===== src/rtl/alu_exec_ctrl.sv =====
// Execute-stage controller for alu_16bit: fetches operands from an 8x16 register
// file, drives the ALU, captures its result and writes it back (4 cycles per instruction).
module alu_exec_ctrl #(
    parameter int NREGS = 8,
    parameter int DW    = 16
) (
    input  logic                     clk,
    input  logic                     rst,
    input  logic                     instr_valid,
    output logic                     instr_ready,
    input  logic [15:0]              instr,
    input  logic                     ld_en,
    input  logic [$clog2(NREGS)-1:0] ld_addr,
    input  logic [DW-1:0]            ld_data,
    input  logic [$clog2(NREGS)-1:0] dbg_addr,
    output logic [DW-1:0]            dbg_data,
    output logic [DW-1:0]            alu_a,
    output logic [DW-1:0]            alu_b,
    output logic [3:0]               alu_ctrl,
    input  logic [DW-1:0]            alu_s,
    input  logic                     alu_ovf,
    input  logic                     alu_zero,
    output logic                     done,
    output logic                     illegal,
    output logic                     zero_flag,
    output logic                     ovf_flag
);

    localparam int AW = $clog2(NREGS);

    typedef enum logic [1:0] {
        S_IDLE,
        S_READ,
        S_EXEC,
        S_WB
    } state_t;

    state_t r_state;
    state_t w_state_next;

    logic [12:0]   r_instr;
    logic [DW-1:0] r_regs [NREGS];
    logic [DW-1:0] r_res_s;
    logic          r_res_ovf;
    logic          r_res_zero;

    logic          w_accept;
    logic          w_legal;
    logic [3:0]    w_op;
    logic [AW-1:0] w_rd;
    logic [AW-1:0] w_rs;
    logic [AW-1:0] w_rt;
    logic          w_unused_bits;

    // r_instr holds instr[15:3]; the low three bits carry no information.
    assign w_op          = r_instr[12:9];
    assign w_rd          = r_instr[8:6];
    assign w_rs          = r_instr[5:3];
    assign w_rt          = r_instr[2:0];
    assign w_unused_bits = ^instr[2:0];

    assign dbg_data = r_regs[dbg_addr];

    always_comb begin
        w_legal = 1'b1;
        case (w_op)
            4'd7, 4'd11, 4'd13, 4'd15: w_legal = 1'b0;
            default:                   w_legal = 1'b1;
        endcase
    end

    always_ff @(posedge clk or posedge rst) begin
        if (rst) begin
            r_state <= S_IDLE;
        end else begin
            r_state <= w_state_next;
        end
    end

    // A pending load blocks acceptance so that it always wins over instr_valid.
    always_comb begin
        w_state_next = r_state;
        instr_ready  = 1'b0;
        w_accept     = 1'b0;
        case (r_state)
            S_IDLE: begin
                instr_ready = !ld_en;
                if (instr_valid && !ld_en) begin
                    w_accept     = 1'b1;
                    w_state_next = S_READ;
                end
            end
            S_READ:  w_state_next = S_EXEC;
            S_EXEC:  w_state_next = S_WB;
            S_WB:    w_state_next = S_IDLE;
            default: w_state_next = S_IDLE;
        endcase
    end

    always_ff @(posedge clk or posedge rst) begin
        if (rst) begin
            r_instr    <= '0;
            alu_a      <= '0;
            alu_b      <= '0;
            alu_ctrl   <= '0;
            r_res_s    <= '0;
            r_res_ovf  <= 1'b0;
            r_res_zero <= 1'b0;
            zero_flag  <= 1'b0;
            ovf_flag   <= 1'b0;
            done       <= 1'b0;
            illegal    <= 1'b0;
            for (int i = 0; i < NREGS; i++) begin
                r_regs[i] <= '0;
            end
        end else begin
            done    <= 1'b0;
            illegal <= 1'b0;

            if (w_accept) begin
                r_instr <= instr[15:3];
            end

            case (r_state)
                S_IDLE: begin
                    // r0 is never written, so it stays at its reset value of zero.
                    if (ld_en && (ld_addr != '0)) begin
                        r_regs[ld_addr] <= ld_data;
                    end
                end
                S_READ: begin
                    alu_a    <= r_regs[w_rs];
                    alu_b    <= r_regs[w_rt];
                    alu_ctrl <= w_op;
                end
                S_EXEC: begin
                    r_res_s    <= alu_s;
                    r_res_ovf  <= alu_ovf;
                    r_res_zero <= alu_zero;
                end
                S_WB: begin
                    done <= 1'b1;
                    if (w_legal) begin
                        zero_flag <= r_res_zero;
                        ovf_flag  <= r_res_ovf;
                        if (w_rd != '0) begin
                            r_regs[w_rd] <= r_res_s;
                        end
                    end else begin
                        illegal <= 1'b1;
                    end
                end
                default: ;
            endcase
        end
    end

endmodule


===== config.mk =====
export PLATFORM = sky130hd
export DESIGN_NAME = alu_exec_ctrl
export DESIGN_NICKNAME = d
export VERILOG_FILES = /design/src/rtl/alu_exec_ctrl.sv
export SDC_FILE = /design/constraint.sdc
export NUM_CORES = 1
export LEC_CHECK = 0
export BUFFER_PORTS_ARGS = -buffer_cell sky130_fd_sc_hd__buf_2
export CAP_MARGIN = 20
export CORE_ASPECT_RATIO = 0.5
export CORE_UTILIZATION = 25
export DETAILED_ROUTE_END_ITERATION = 12
export PLACE_DENSITY = 0.41
export SYNTH_ARGS = -nofsm -noshare
export SYNTH_HDL_FRONTEND = slang
export SYNTH_SLANG_ARGS = --single-unit

===== constraint.sdc =====
create_clock -name clk -period 7.2 [get_ports clk]
set_input_delay 0.72 -clock clk [delete_from_list [all_inputs] [get_ports clk]]
set_output_delay 0.72 -clock clk [all_outputs]
set_load 0.005 [all_outputs]

==> report_table.html <==
<table>
<tr><th>Metric</th><th>Value</th></tr>
<tr><th colspan="2">Outcome</th></tr>
<tr><td>Status</td><td>completed</td></tr>
<tr><th colspan="2">Timing</th></tr>
<tr><td>Final hold viol count</td><td>0</td></tr>
<tr><td>Minimum clock period after layout</td><td>4.07 ns</td></tr>
<tr><td>Final worst slack</td><td>3.13 ns</td></tr>
<tr><td>Max Clock Skew</td><td>0.0132 ns</td></tr>
<tr><td>Peak clock frequency supported by timing</td><td>245 MHz</td></tr>
<tr><td>WHS</td><td>0.221 ns</td></tr>
<tr><td>Max-slew violation count</td><td>0</td></tr>
<tr><td>Slew HR</td><td>0.272</td></tr>
<tr><td>Share of the cycle needed by the critical path after routing</td><td>0.566</td></tr>
<tr><td>Accumulated negative setup slack</td><td>0 ns</td></tr>
<tr><td>Final setup violation count</td><td>0</td></tr>
<tr><td>Unrepaired setup endpoints after global routing</td><td>false</td></tr>
<tr><td>Least-Margin Pin Slew</td><td>1.09 ns</td></tr>
<tr><th colspan="2">Drt</th></tr>
<tr><td>Wire length per cell</td><td>27.0 µm</td></tr>
<tr><td>Post-route ant nets</td><td>0</td></tr>
<tr><td>Per-cell via count in the routed design</td><td>5.51</td></tr>
<tr><td>Router iterations before antenna repair</td><td>5</td></tr>
<tr><td>Initial drt markers</td><td>1164</td></tr>
<tr><td>Final WL</td><td>45200 µm</td></tr>
<tr><td>DRC</td><td>0</td></tr>
<tr><td>Via total after detailed routing</td><td>9204</td></tr>
<tr><th colspan="2">Global route</th></tr>
<tr><td>Wire length of the first global-routing pass</td><td>64800 µm</td></tr>
<tr><td>Largest net degree at the start of global routing</td><td>135</td></tr>
<tr><td>Vias in the first global route</td><td>8994</td></tr>
<tr><td>Final global-route overflow total</td><td>0</td></tr>
<tr><td>Global router's overall resource usage</td><td>0.189</td></tr>
<tr><td>Initial antenna violation count</td><td>0</td></tr>
<tr><th colspan="2">Logic synthesis</th></tr>
<tr><td>Cell with the most instances after synthesis</td><td>sky130_fd_sc_hd__a21oi_1</td></tr>
<tr><td>Dominant register cell in the synthesized netlist</td><td>sky130_fd_sc_hd__dfrtp_1</td></tr>
<tr><td>Post-synth EDFFs</td><td>0</td></tr>
<tr><td>Sequential share of the synthesized area</td><td>0.433</td></tr>
<tr><td>Number of flip-flops and latches in the synthesized netlist</td><td>201</td></tr>
<tr><td>Synth area leader</td><td>sky130_fd_sc_hd__dfrtp_1</td></tr>
<tr><td>Async set-reset flop share out of synthesis</td><td>1.00</td></tr>
<tr><td>Netlist area before placement</td><td>0.0116 mm²</td></tr>
<tr><td>Mapped Cells</td><td>996</td></tr>
<tr><td>Top-area cell type share of the netlist area</td><td>0.433</td></tr>
<tr><td>Cell variety after synth</td><td>34</td></tr>
<tr><td>Ranking of synthesized cells by instance count</td><td>257 x sky130_fd_sc_hd__a21oi_1, 201 x sky130_fd_sc_hd__dfrtp_1, 112 x sky130_fd_sc_hd__a22oi_1</td></tr>
<tr><td>Per-instance average area after synthesis</td><td>11.7 µm²</td></tr>
<tr><td>Top cells by area, synth</td><td>sky130_fd_sc_hd__dfrtp_1 43%, sky130_fd_sc_hd__mux4_2 19%, sky130_fd_sc_hd__a21oi_1 11%</td></tr>
<tr><td>Post-Syn Nets</td><td>1060</td></tr>
<tr><td>Yosys warns</td><td>0</td></tr>
<tr><th colspan="2">Place</th></tr>
<tr><td>DPL Wire Length</td><td>27000 µm</td></tr>
<tr><td>Worst Setup Slack post-DPL</td><td>3.28 ns</td></tr>
<tr><td>Routability Congestion</td><td>0.775</td></tr>
<tr><td>Port Buffers</td><td>113</td></tr>
<tr><th colspan="2">Critical path</th></tr>
<tr><td>Crit Path Category</td><td>flop to flop</td></tr>
<tr><td>Critical Path Fanout Max</td><td>72</td></tr>
<tr><td>CP startpoint kind</td><td>flop</td></tr>
<tr><td>Critical path arrival</td><td>4.42 ns</td></tr>
<tr><td>Largest stage delay on the critical path</td><td>0.92 ns</td></tr>
<tr><td>Category of the worst setup path capture point</td><td>flop</td></tr>
<tr><td>Worst reg-to-reg path cell count</td><td>8</td></tr>
<tr><td>Reg2reg end</td><td>r_regs[61]</td></tr>
<tr><td>Reg-to-reg slack, setup</td><td>3.13 ns</td></tr>
<tr><td>RR Startpoint</td><td>r_state[1]</td></tr>
<tr><td>Required time at the worst-slack endpoint</td><td>7.54 ns</td></tr>
<tr><td>Cell chain of the critical path</td><td>inv_1 &gt; ha_1 &gt; inv_1 &gt; o32ai_4 &gt; buf_4 &gt; buf_4 &gt; and2_1 &gt; a21oi_1</td></tr>
<tr><td>Crit-path slowest cell</td><td>sky130_fd_sc_hd__and2_1</td></tr>
<tr><th colspan="2">Power and ir drop</th></tr>
<tr><td>Net switching power</td><td>2.90 mW</td></tr>
<tr><td>Maximum vdd drop</td><td>211 µV</td></tr>
<tr><td>Internal Pwr Total</td><td>3.84 mW</td></tr>
<tr><td>Comb pwr share</td><td>0.499</td></tr>
<tr><td>Clock power share</td><td>0.181</td></tr>
<tr><td>Sw Share</td><td>0.430</td></tr>
<tr><td>Flop pwr share</td><td>0.320</td></tr>
<tr><td>Power per Cell Area</td><td>499 mW/mm²</td></tr>
<tr><td>Leak pwr</td><td>5.31 nW</td></tr>
<tr><th colspan="2">Cells and area</th></tr>
<tr><td>Final net count</td><td>1092</td></tr>
<tr><td>Filler Cells Inserted</td><td>4631</td></tr>
<tr><td>Multi-input combinational cell area</td><td>0.00603 mm²</td></tr>
<tr><td>Fraction of layout instances using a drive strength above 1</td><td>0.341</td></tr>
<tr><td>Antenna diode count</td><td>0</td></tr>
<tr><td>Area added between synthesis and finish</td><td>16.3%</td></tr>
<tr><td>Post-Route Utilization</td><td>0.297</td></tr>
<tr><td>Seq. cell area</td><td>0.00503 mm²</td></tr>
<tr><th colspan="2">Floorplan</th></tr>
<tr><td>Die area</td><td>0.0474 mm²</td></tr>
<tr><td>Die span in y</td><td>154 µm</td></tr>
<tr><td>Area of the core region</td><td>0.0455 mm²</td></tr>
<tr><td>Starting density of the core</td><td>0.255</td></tr>
<tr><td>Number of primary I/O pins</td><td>117</td></tr>
<tr><td>Number of rows created at floorplan</td><td>55</td></tr>
<tr><td>Die Span X</td><td>307 µm</td></tr>
<tr><th colspan="2">CTS</th></tr>
<tr><td>Hold bufs inserted after CTS</td><td>0</td></tr>
<tr><td># resized after CTS</td><td>0</td></tr>
<tr><td>Clock sink count</td><td>201</td></tr>
<tr><td>Buffer depth of the longest clock path</td><td>3</td></tr>
<tr><td>Setup bufs post-CTS</td><td>0</td></tr>
<tr><td>CTS buffer count</td><td>23</td></tr>
<tr><td>TritonCTS clock tree</td><td>built</td></tr>
<tr><td>Master cell of the clock root buffer</td><td>sky130_fd_sc_hd__clkbuf_16</td></tr>
<tr><td>Clock transition at path regs</td><td>0.06 ns</td></tr>
<tr><td>Clock latency of the later-clocked register in the worst-skew pair</td><td>0.53 ns</td></tr>
<tr><td>H-tree Lvls</td><td>1</td></tr>
<tr><th colspan="2">Hold path</th></tr>
<tr><td>Path category of the worst min-delay check</td><td>input pin to asynchronous set/reset pin</td></tr>
<tr><th colspan="2">Job</th></tr>
<tr><td>Number of maximum-capacitance violations</td><td>0</td></tr>
</table>
## cell usage in the layout, fill, tap and decap left out, drive strengths merged
master / instances
a21oi: 257
dfrtp: 201
buf: 144
a22oi: 112
mux4: 96
mux2: 53
nor2: 36
mux2i: 32
clkbuf: 32
and2: 23
a2bb2oi: 7
clkinv: 6
nor4bb: 5
and4b: 4
nand2: 4
inv: 4
ha: 4
and3: 3
nor3b: 3
o31ai: 3
nor4b: 3
and3b: 2
bufinv: 2
o211a: 1
o32ai: 1
nor2b: 1
and4bb: 1
maj3: 1
and4: 1
o21ai: 1
clkinvlp: 1
## worst max-delay path by stage
stage	from	endpoint	slack, ns
after floorplan	rst	alu_a[0]	1.0
after global placement	r_state[0]	r_regs[56]	3.37
after detailed placement	r_state[0]	r_regs[57]	3.28
after CTS	r_state[1]	r_regs[57]	3.25
after global routing	r_state[1]	r_regs[59]	2.99
final	r_state[1]	r_regs[61]	3.13
## final cells by class
cell class              instances  area share
multi-input cells             654       0.447
flip-flops and latches        201       0.373
repair buffers                144      0.0636
well taps                     627      0.0581
clock buffers                  32      0.0496
clock inverters                 9     0.00750
inverters                       4     0.00167
## through the flow
stage | power (mW) | std cells | cell area, µm²
after global placement | 5.41 | 1627 | 12700
after detailed placement | 5.49 | 1627 | 12700
final | 6.74 | 1671 | 13500
after global routing | 7.15 | 1671 | 13500
after floorplan | 4.29 | 996 | 11600
after CTS | 6.73 | 1668 | 13400
## cell families (layout without fill, tap and decap cells)
| logic type | count (synthesis) | in the layout | share of synthesized area |
|---|---|---|---|
| mux | 181 | 181 | 0.265 |
| compound gates | 382 | 382 | 0.197 |
| simple gates | 86 | 86 | 0.0459 |
| fa+ha+maj | 5 | 5 | 0.00517 |
| buf+inv | 141 | 189 | 0.0532 |
| flops | 201 | 201 | 0.433 |
## power by group through the flow
stage               Clock (mW)  Sequential [mW]  Combinational (mW)
floorplan                    0             2.00                2.29
global placement             0             2.12                3.30
detailed placement           0             2.16                3.32
CTS                       1.25             2.14                3.34
global route              1.30             2.24                3.61
finish                    1.22             2.16                3.37
## registers in the layout, indices dropped and copies added, names as in the netlist
register	flops
r_instr	13
done	1
r_res_ovf	1
ovf_flag	1
r_state	2
r_res_zero	1
alu_a	16
r_regs	128
r_res_s	16
alu_b	16
illegal	1
alu_ctrl	4
zero_flag	1
## worst max-delay path: cells and delay by family, from the launching register on
kind                       cells  cell delay [ns]
and+or+nand+nor                1             0.92
AOI/OAI and AO/OA              2             0.29
DFF                            1             0.42
buffers and inverters          4             1.66
adders and majority gates      1             0.53
## metal layers
layer,part of all wire,GRT usage,routed length (µm)
met4,0.020,0.0410,924
met3,0.092,0.0545,4180
met1,0.45,0.272,20300
met2,0.44,0.277,19700
met5,0.0023,0.0162,103
(Power assumes the default switching activity.)
